## config.mk

```make
export PLATFORM = sky130hd
export DESIGN_NAME = remote_volume_encoder
export DESIGN_NICKNAME = d
export VERILOG_FILES = /design/src/rtl/remote_volume_encoder.sv
export SDC_FILE = /design/constraint.sdc
export NUM_CORES = 1
export LEC_CHECK = 0
export CORE_ASPECT_RATIO = 0.5
export CORE_MARGIN = 3
export CORE_UTILIZATION = 45
export DETAILED_ROUTE_END_ITERATION = 10
export DONT_BUFFER_PORTS = 1
export PLACE_DENSITY_LB_ADDON = 0.12
export RECOVER_POWER = 100
export SLEW_MARGIN = 25
export SYNTH_ARGS = -nofsm -noshare
export SYNTH_HDL_FRONTEND = slang
export SYNTH_SLANG_ARGS = --single-unit
```

## constraint.sdc

```tcl
create_clock -name Clk -period 3.65 [get_ports Clk]
set_clock_uncertainty 0.15 [all_clocks]
set_input_delay 0.365 -clock Clk [delete_from_list [all_inputs] [get_ports Clk]]
set_output_delay 0.365 -clock Clk [all_outputs]
set_load 0.02 [all_outputs]
```

## src/rtl/remote_volume_encoder.sv

```systemverilog
// Volume-step phase encoder: queues +1/-1 requests in a saturating signed counter
// and emits one 2-bit phase transition per step, each held for DWELL clocks.
module remote_volume_encoder #(
   parameter int DWELL  = 1100000,
   parameter int PEND_W = 4
) (
   input  logic       Clk,
   input  logic       nReset,
   input  logic       Up,
   input  logic       Down,
   output logic [1:0] Phase,
   output logic       Busy,
   output logic       Dropped
);

   localparam int CNT_W = $clog2(DWELL);
   localparam logic [CNT_W-1:0] CNT_LOAD = CNT_W'(DWELL - 1);
   localparam logic signed [PEND_W:0] ONE      = (PEND_W+1)'(1);
   localparam logic signed [PEND_W:0] NEG_ONE  = -ONE;
   localparam logic signed [PEND_W:0] PEND_MAX = (PEND_W+1)'((2 ** (PEND_W - 1)) - 1);
   localparam logic signed [PEND_W:0] PEND_MIN = -PEND_MAX;

   typedef enum logic {
      ST_IDLE,
      ST_DWELL
   } state_t;

   state_t                    state_reg, state_next;
   logic        [CNT_W-1:0]   count_reg, count_next;
   logic signed [PEND_W-1:0]  pending_reg, pending_next;
   logic        [1:0]         phase_reg, phase_next;
   logic                      busy_reg, busy_next;
   logic                      dropped_reg, dropped_next;

   logic                      issue;
   logic signed [PEND_W:0]    req_s, step_s, pend_ext, sum_s, pend_wide;

   always_ff @(posedge Clk or negedge nReset) begin
      if (!nReset) begin
         state_reg   <= ST_IDLE;
         count_reg   <= '0;
         pending_reg <= '0;
         phase_reg   <= 2'b00;
         busy_reg    <= 1'b0;
         dropped_reg <= 1'b0;
      end else begin
         state_reg   <= state_next;
         count_reg   <= count_next;
         pending_reg <= pending_next;
         phase_reg   <= phase_next;
         busy_reg    <= busy_next;
         dropped_reg <= dropped_next;
      end
   end

   always_comb begin
      state_next   = state_reg;
      count_next   = count_reg;
      phase_next   = phase_reg;
      issue        = 1'b0;
      step_s       = '0;
      req_s        = '0;
      dropped_next = 1'b0;

      if (Up && !Down) begin
         req_s = ONE;
      end else if (Down && !Up) begin
         req_s = NEG_ONE;
      end

      // Expiring dwell with work queued issues immediately, so same-direction
      // steps are spaced exactly DWELL cycles with no idle gap.
      case (state_reg)
         ST_IDLE: begin
            if (pending_reg != '0) begin
               issue = 1'b1;
            end
         end
         ST_DWELL: begin
            if (count_reg == '0) begin
               if (pending_reg != '0) begin
                  issue = 1'b1;
               end else begin
                  state_next = ST_IDLE;
               end
            end else begin
               count_next = count_reg - CNT_W'(1);
            end
         end
         default: state_next = ST_IDLE;
      endcase

      if (issue) begin
         state_next = ST_DWELL;
         count_next = CNT_LOAD;
         if (!pending_reg[PEND_W-1]) begin
            phase_next = phase_reg + 2'd1;
            step_s     = ONE;
         end else begin
            phase_next = phase_reg - 2'd1;
            step_s     = NEG_ONE;
         end
      end

      // Saturation is judged on the pre-step count, one bit wider to avoid wrap.
      pend_ext = {pending_reg[PEND_W-1], pending_reg};
      sum_s    = pend_ext + req_s;
      if ((sum_s > PEND_MAX) || (sum_s < PEND_MIN)) begin
         pend_wide    = pend_ext - step_s;
         dropped_next = 1'b1;
      end else begin
         pend_wide    = sum_s - step_s;
      end
      pending_next = pend_wide[PEND_W-1:0];

      busy_next = (state_next == ST_DWELL) || (pending_next != '0);
   end

   assign Phase   = phase_reg;
   assign Busy    = busy_reg;
   assign Dropped = dropped_reg;

endmodule
```

==> results of run 1 <==
worst reg2reg max path, stage by stage (launching register included):
cell	delay (ns)
dfrtp_2	0.45
xor2_1	0.18
ha_1	0.19
or3b_2	0.45
o2111ai_1	0.13
a22oi_1	0.15
mux2i_2	0.32
mux2_2	0.39
ha_1	0.26
nor2b_1	0.12
o21ai_0	0.13
nand2b_1	0.12
a31oi_2	0.19
o21ai_1	0.09
final timing paths:
| check | slack (ns) | startpoint | cells after the start | endpoint |
|---|---|---|---|---|
| max | 0.20 | Up | 16 | Busy |
| min reg2reg | 0.33 | count_reg[11] | 1 | count_reg[11] |
| min | 0.33 | count_reg[11] | 1 | count_reg[11] |
| min in group asynchronous | 0.91 | nReset | 2 | count_reg[6] |
| max reg2reg | 0.22 | pending_reg[1] | 13 | Busy |
| max in group asynchronous | 1.38 | nReset | 2 | pending_reg[0] |
area by class of cell:
class / count / share of cell area, %
multi-input combinational: 136 / 48.9
sequential: 30 / 38.3
clock buffer: 6 / 4.20
tap: 51 / 3.25
timing repair buffer: 9 / 2.80
inverter: 10 / 1.91
clock inverter: 2 / 0.637
through the flow:
step	setup slack [ns]	instance area, um2	setup TNS [ns]
final	0.205	1960	0
after CTS	0.129	2000	0
after detailed placement	-0.120	1870	-0.215
after floorplan	0.0158	1780	0
after global routing	0.0144	1960	0
after global placement	-0.0107	1860	-0.0107
cell usage after synthesis, types with 3 or more instances:
cell type / number
mux2i_1: 7
nand2b_1: 5
nor2_1: 14
nand3_1: 5
inv_1: 9
nand4_1: 3
or4_1: 3
o311ai_0: 4
a31oi_1: 8
o21ai_0: 6
ha_1: 8
xnor2_1: 6
clkbuf_1: 8
nor4_1: 6
dfrtp_1: 30
nand2_1: 11
a21oi_1: 9
nor3_1: 10
xor2_1: 3
o41ai_1: 4
cell usage in the layout (no fill, tap or decap), types with 3 or more instances in the layout:
cell type	instances
a21oi_1	9
o21ai_0	6
buf_4	4
nand3_1	5
o41ai_1	5
nor3_1	10
nand2_1	11
xor2_1	3
nand2b_1	5
dfrtp_1	28
xnor2_1	6
o311ai_0	4
nor2_1	14
nor4_1	5
a31oi_1	7
clkbuf_8	6
ha_1	8
clkbuf_1	4
or4_1	3
inv_1	10
nand4_1	3
mux2i_1	6
cell families after synthesis:
kind of cell    synth area share, %
fa+ha+maj                      6.77
xor+xnor                       4.44
simple gates                   20.6
flops                          42.3
buf+inv                        3.81
compound gates                 17.5
mux                            4.58
timing repair:
item / 4_1_cts / 5_1_grt
endpoints found under the hold margin: 30 / 0
setup endpoints to repair: 0 / 2
resized for setup: 0 / 4
hold buffers: 2 / 0
per-layer routing:
layer	wire length, um	global-route usage [%]	vias up
li1	-	-	701
met1	1990	24.6	693
met2	1660	26.6	17
met3	130	5.09	2
met4	16	4.31	0
met5	0	0	-
where the power goes:
| part | switching (uW) | total (uW) | internal, uW |
|---|---|---|---|
| clock | 130 | 281 | 151 |
| combinational | 281 | 556 | 274 |
| sequential | 132 | 549 | 417 |
| total | 543 | 1390 | 843 |
==> results by group, run 1 <==
Yosys
  • Cell count after synthesis: 184
  • Synth cell types: 41
  • Post-synth top area share: 42.3%
  • Seq/Total Area, Yosys: 42.3%
  • #FFs+latches synth: 30
  • Synth Warn #: 0
  • Post-Syn Area: 0.00177 mm2
  • Area contributors post-synth: dfrtp_1 42%, ha_1 5.6%, mux2i_1 3.9%
  • Ys async rst share: 100%
  • Yosys top cell by area: dfrtp_1
  • Number of flops mapped to enable cells by yosys: 0
  • Syn Nets: 197
  • Avg Cell Area, Syn: 9.64 um2
  • Top_reg_cell synth: dfrtp_1

Global routing
  • First-pass GRT wire length: 6350 um
  • Antenna violations before repair: 0
  • Largest net degree at the start of global routing: 31
  • Vias in the first global route: 1296
  • Aggregate global routing overflow: 0
  • Gr usage total: 17.5%

Clocking
  • H-tree level count: 2
  • Setup bufs post-CTS: 0
  • Clock slew at reported path FFs: 0.07 ns
  • CTS max path bufs: 2
  • Cts bufs inserted: 5
  • CTS tree: done
  • Clock latency on the worst-skew pair: 0.28 ns
  • Clk sinks: 30
  • Root buffer cell: clkbuf_8

Final layout
  • Largest register FFs: 21
  • Area delta synth->final: 10.7%
  • Final cell count without fillers: 244
  • Antenna Cells: 0
  • Filler instances: 346
  • Fin nets: 205
  • Reg area: 753 um2
  • Layout cells sized above 1: 13.5%
  • Area occupied by multi-input gates: 960 um2
  • Util after Layout: 54.5%

STA
  • Fin crit share: 94.4%
  • Hold Vio Cnt, Final: 0
  • Slew headroom: -8.44%
  • Final min period: 3.45 ns
  • # setup viols final: 0
  • Fin. max-slew vios: 31
  • FMAX: 290 MHz
  • RSZ-0062 raised after global routing: no
  • Hold_ws: 0.333 ns
  • Tightest Pin Transition: 1.63 ns

Power
  • Static Leakage: 0.000815 uW
  • Pwr per Cell Area: 706 mW/mm2
  • Total power: 1390 uW
  • Max IR drop VDD: 0.527 mV

Routing
  • Pre-antenna DRT Iters: 4
  • DRC viols: 0
  • Vias: 1413
  • 1st-iter DRT viols: 47
  • Drt wl/cell: 15.6 um
  • Vias per inst: 5.79
  • Routed WL: 3800 um
  • Detail Route Antenna Nets: 0

Worst setup path
  • CP bufs+invs: 2
  • Startpoint types: input pin
  • CP max stage cell: or3b_2
  • Setup CP Type: input pin to register
  • Crit-path max FO: 4
  • Crit-path leading delay family: adder cells
  • CP endpoint kind: register
  • WP data arrival: 3.45 ns
  • Critical path cell sequence: inv_1, ha_1, inv_1, ha_1, ha_1, or3b_2, o2111ai_1, a22oi_1, mux2i_2, mux2_2, ha_1, nor2b_1, o21ai_0, nand2b_1, a31oi_2, o21ai_1
  • CP dominant cell by count: ha_1
  • Largest stage delay on the critical path: 0.45 ns
  • WP data required: 3.66 ns

Floorplanning
  • Num ports: 8
  • # rows: 15
  • Core Area: 0.00360 mm2
  • Initial core utilization: 49.2%
  • Die ar.: 0.00478 mm2
  • Die X: 94.8 um
  • Die H: 50.4 um

Placed design
  • Hpwl dp: 2700 um
  • DP Cell Count: 234
  • Gpl congestion: 0.770
  • Port bufs: 0

Outcome
  • Failing checks: capacitance limit, slew limit
  • Status: finished, violations left

Hold path
  • Worst hold path class: register to register

Flow run
  • Max Cap Violations: 1
Power figures use the tool's default switching activity.
==> run 2: changes to the inputs <==
--- a/config.mk
+++ b/config.mk
@@ -7,7 +7,7 @@
 export LEC_CHECK = 0
 export CORE_ASPECT_RATIO = 0.5
 export CORE_MARGIN = 3
-export CORE_UTILIZATION = 45
+export CORE_UTILIZATION = 35
 export DETAILED_ROUTE_END_ITERATION = 10
 export DONT_BUFFER_PORTS = 1
 export PLACE_DENSITY_LB_ADDON = 0.12
==> constraint.sdc (replaced) <==
create_clock -name Clk -period 3.1 [get_ports Clk]
set_clock_uncertainty 0.15 [all_clocks]
set_input_delay 0.31 -clock Clk [delete_from_list [all_inputs] [get_ports Clk]]
set_output_delay 0.31 -clock Clk [all_outputs]
set_load 0.02 [all_outputs]
==> results by group, run 2 (synthesis results as in run 1) <==
Routing
  • Routed WL: 4160 um
  • 1st-iter DRT viols: 47
  • Detail Route Antenna Nets: 0
  • DRC viols: 0
  • Vias: 1508
  • Pre-antenna DRT Iters: 5
  • Vias per inst: 5.50
  • Drt wl/cell: 15.2 um

Worst setup path
  • WP data required: 3.11 ns
  • WP data arrival: 3.11 ns
  • CP bufs+invs: 1
  • Crit-path max FO: 4
  • Crit-path leading delay family: adder cells
  • CP endpoint kind: register
  • Setup CP Type: register to register
  • R2R depth: 12
  • Largest stage delay on the critical path: 0.47 ns
  • Reg-to-Reg End: Busy
  • Critical path cell sequence: xor2_2, ha_4, or3b_4, o2111ai_2, a22oi_2, mux2i_4, mux2i_1, ha_2, fa_1, inv_1, nor4_2, o21ai_1
  • CP max stage cell: fa_1
  • Startpoint types: register
  • R2r startpoint: pending_reg[1]
  • R2R Setup Slk: -0.002 ns

Hold path
  • Hold Path End: count_reg[11]
  • Worst hold path class: register to register
  • WHS Path Cells: 1
  • Hold Startpoint: count_reg[11]

Flow run
  • Max Cap Violations: 1

Power
  • Static Leakage: 0.000933 uW
  • Pwr per Cell Area: 842 mW/mm2
  • Max IR drop VDD: 0.388 mV

STA
  • Final min period: 3.10 ns
  • # setup viols final: 1
  • Hold_ws: 0.322 ns
  • Fin. max-slew vios: 31
  • RSZ-0062 raised after global routing: yes
  • Hold Vio Cnt, Final: 0
  • Final worst slack: -0.00212 ns
  • FMAX: 322 MHz
  • Slew headroom: -8.03%
  • Tightest Pin Transition: 1.62 ns
  • Fin crit share: 100%

Floorplanning
  • Die X: 107 um
  • Die H: 56.3 um
  • Num ports: 8
  • Die ar.: 0.00601 mm2
  • # rows: 17
  • Core Area: 0.00464 mm2
  • Initial core utilization: 38.3%

Outcome
  • Failing checks: capacitance limit, slew limit, setup timing
  • Status: finished, violations left

Placed design
  • Port bufs: 0
  • Gpl congestion: 0.774
  • Setup slack at placement: -0.193 ns
  • Hpwl dp: 3050 um

Clocking
  • H-tree level count: 2
  • Root buffer cell: clkbuf_8
  • Clock slew at reported path FFs: 0.07 ns
  • Clk sinks: 30
  • Cts bufs inserted: 5
  • Clock latency on the worst-skew pair: 0.28 ns
  • CTS tree: done
  • CTS max path bufs: 2

Final layout
  • Largest register FFs: 21
  • Fin nets: 220
  • Most common cell after layout, fill and taps aside: dfrtp_1
  • Layout cells sized above 1: 24.5%
  • Most frequent cells in the layout: 29 x dfrtp_1, 18 x buf_4, 14 x nor2_1
  • Area delta synth->final: 25.4%
  • Antenna Cells: 0

Global routing
  • Antenna violations before repair: 0
  • Grt met3 use: 3.90%
  • Met2 Use GR: 24.5%
  • Aggregate global routing overflow: 0
  • Layer with the highest usage: met2
  • Largest net degree at the start of global routing: 31
  • Gr usage total: 15.4%
  • First-pass GRT wire length: 7160 um
  • Vias in the first global route: 1513
  • Met1 Track Usage GR: 19.5%
[run 2: changes by cell type in the layout (fill, tap and decap cells not counted), moves of 2 or more]
cell / previous run / this run
buf_4: 4 / 18
ha_1: 8 / 2
ha_4: 0 / 5
clkbuf_1: 4 / 6
inv_1: 10 / 8
[run 2: how the worst max path moves through the flow]
stage	from	endpoint	slack (ns)	cells after the start
floorplan	Up	Busy	-0.05	15
global placement	Up	Busy	-0.16	15
detailed placement	Up	Busy	-0.19	15
CTS	pending_reg[1]	Busy	-0.03	12
global route	pending_reg[1]	Busy	-0.14	12
finish	pending_reg[1]	Busy	-0.002	12
[run 2: repair_timing]
action | 4_1_cts | 5_1_grt
endpoints found under the setup margin | 1 | 2
endpoints found under the hold margin | 30 | 0
resized for setup | 2 | 1
hold buffers | 2 | 0
pin swaps | 0 | 2
buffers inserted | 0 | 1
[run 2: where the power goes]
| part | total [uW] | switching [uW] | leakage (uW) | internal [uW] |
|---|---|---|---|---|
| Sequential | 605 | 114 | 0.000344 | 490 |
| Combinational | 941 | 449 | 0.000541 | 492 |
| Clock | 328 | 149 | 0.0000482 | 179 |
[run 2: routing by layer]
metal	share of wire, %	vias to the layer above
met2	46	30
met3	4.0	12
li1	-	731
met4	2.6	0
met1	47	735
met5	0	-
[run 2: area by class of cell]
type	count	area, um2
clock buffers	7	86.3
clock inverters	1	5.00
fillers	467	2410
inverters	10	50.0
multi-input cells	136	1080
flip-flops and latches	30	752
well taps	66	82.6
repair buffers	24	164
[run 2: per-stage QoR]
stage / instances / instance area (um2) / TNS (ns) / utilization, % / total power [uW]
2_1_floorplan: 184 / 1910 / -0.0508 / - / 1240
3_3_place_gp: 263 / 2110 / -0.162 / 45.6 / 1490
3_5_place_dp: 263 / 2110 / -0.293 / 45.6 / 1520
4_1_cts: 273 / 2240 / -0.0253 / 48.4 / 1870
5_1_grt: 274 / 2220 / -0.225 / 48.0 / 2030
6_report: 274 / 2220 / -0.00212 / 48.0 / 1870
==> run 3: changes to the inputs <==
--- a/config.mk
+++ b/config.mk
@@ -8,6 +8,7 @@
 export CORE_ASPECT_RATIO = 0.5
 export CORE_MARGIN = 3
 export CORE_UTILIZATION = 35
+export CTS_BUF_LIST = sky130_fd_sc_hd__clkbuf_8
 export DETAILED_ROUTE_END_ITERATION = 10
 export DONT_BUFFER_PORTS = 1
 export PLACE_DENSITY_LB_ADDON = 0.12
==> results by group, run 3 (synthesis results as in run 1) <==
Worst setup path
  • CP endpoint kind: register
  • WP data required: 3.11 ns
  • Startpoint types: register
  • Crit-path max FO: 4
  • Setup CP Type: register to register
  • R2R depth: 12
  • WP data arrival: 3.11 ns

Final layout
  • Layout cells sized above 1: 24.5%
  • Fin nets: 220
  • Most common cell after layout, fill and taps aside: dfrtp_1
  • Area delta synth->final: 25.4%
  • Util after Layout: 48.0%
  • Largest register FFs: 21
  • Antenna Cells: 0
  • Most frequent cells in the layout: 29 x dfrtp_1, 18 x buf_4, 14 x nor2_1

STA
  • Hold Vio Cnt, Final: 0
  • Tightest Pin Transition: 1.62 ns
  • Fin. max-slew vios: 31
  • RSZ-0062 raised after global routing: yes
  • Slew headroom: -8.08%
  • # setup viols final: 1
  • FMAX: 322 MHz
  • Final min period: 3.10 ns
  • Fin crit share: 100%
  • Final worst slack: -0.00212 ns

Routing
  • Routed WL: 4160 um
  • DRC viols: 0
  • 1st-iter DRT viols: 47
  • Drt wl/cell: 15.2 um
  • Vias per inst: 5.50
  • Detail Route Antenna Nets: 0
  • Pre-antenna DRT Iters: 5
  • Vias: 1508

Outcome
  • Status: finished, violations left
  • Failing checks: capacitance limit, slew limit, setup timing

Floorplanning
  • # rows: 17
  • Core Area: 0.00464 mm2
  • Die X: 107 um
  • Initial core utilization: 38.3%
  • Die H: 56.3 um
  • Num ports: 8
  • Die ar.: 0.00601 mm2

Clocking
  • H-tree level count: 2
  • Clock latency on the worst-skew pair: 0.28 ns
  • Cts bufs inserted: 5
  • Root buffer cell: clkbuf_8
  • CTS tree: done
  • CTS max path bufs: 2
  • Clk sinks: 30
  • Clock slew at reported path FFs: 0.07 ns

Global routing
  • Gr usage total: 15.4%
  • Grt met3 use: 3.90%
  • Largest net degree at the start of global routing: 31
  • Met1 Track Usage GR: 19.5%
  • Layer with the highest usage: met2
  • First-pass GRT wire length: 7160 um
  • Vias in the first global route: 1513
  • Met2 Use GR: 24.5%
  • Aggregate global routing overflow: 0
  • Antenna violations before repair: 0

Hold path
  • WHS Path Cells: 1
  • Worst hold path class: register to register

Placed design
  • Gpl congestion: 0.774
  • Hpwl dp: 3050 um
  • Port bufs: 0

Flow run
  • Max Cap Violations: 1

Power
  • Total power: 1870 uW
  • Max IR drop VDD: 0.388 mV
  • Static Leakage: 0.000937 uW
  • Pwr per Cell Area: 841 mW/mm2
run 3: per-stage QoR:
step | cells | setup TNS [ns] | area (um2) | hold WS, ns | setup slack (ns)
6_report | 274 | -0.00212 | 2220 | 0.322 | -0.00212
5_1_grt | 274 | -0.225 | 2220 | 0.373 | -0.137
4_1_cts | 273 | -0.0253 | 2240 | 0.315 | -0.0253
3_5_place_dp | 263 | -0.293 | 2110 | -0.134 | -0.193
3_3_place_gp | 263 | -0.162 | 2110 | -0.135 | -0.160
2_1_floorplan | 184 | -0.0508 | 1910 | -0.136 | -0.0485
run 3: worst paths after layout:
kind	slack [ns]	endpoint	startpoint
max in group asynchronous	0.91	pending_reg[1]	nReset
min in group asynchronous	0.82	count_reg[9]	nReset
worst max-delay path	-0.002	Busy	pending_reg[1]
worst min register to register	0.32	count_reg[11]	count_reg[11]
worst max register to register	-0.002	Busy	pending_reg[1]
worst min-delay path	0.32	count_reg[11]	count_reg[11]
run 3: cell type report:
type,instances,area (um2)
repair buffers,24,164
multi-input cells,136,1080
well taps,66,82.6
flip-flops and latches,30,752
inverters,10,50.0
clock buffers,6,82.6
clock inverters,2,8.76
fillers,467,2410
run 3: worst max-delay path, stage by stage (launching register included):
cell and delay [ns]:
dfrtp_2 0.44, xor2_2 0.19, ha_4 0.17, or3b_4 0.37, o2111ai_2 0.09, a22oi_2 0.14, mux2i_4 0.22, mux2i_1 0.12
ha_2 0.21, fa_1 0.47, inv_1 0.05, nor4_2 0.25, o21ai_1 0.10
run 3: where the power goes:
part           switching [uW]  leakage, uW  internal (uW)
clock                     149    0.0000524            176
sequential                114     0.000344            490
combinational             449     0.000541            492
run 3: what timing repair did:
item / CTS / global route
pin swaps: 0 / 2
setup endpoints to repair: 1 / 2
endpoints found under the hold margin: 30 / 0
buffers inserted: 0 / 1
hold buffers: 2 / 0
gates resized for setup: 2 / 1
run 3: routing by layer:
| metal | vias to the layer above | share of wire, % |
|---|---|---|
| met2 | 30 | 46 |
| met4 | 0 | 2.6 |
| li1 | 731 | - |
| met1 | 735 | 47 |
| met5 | - | 0 |
| met3 | 12 | 4.0 |
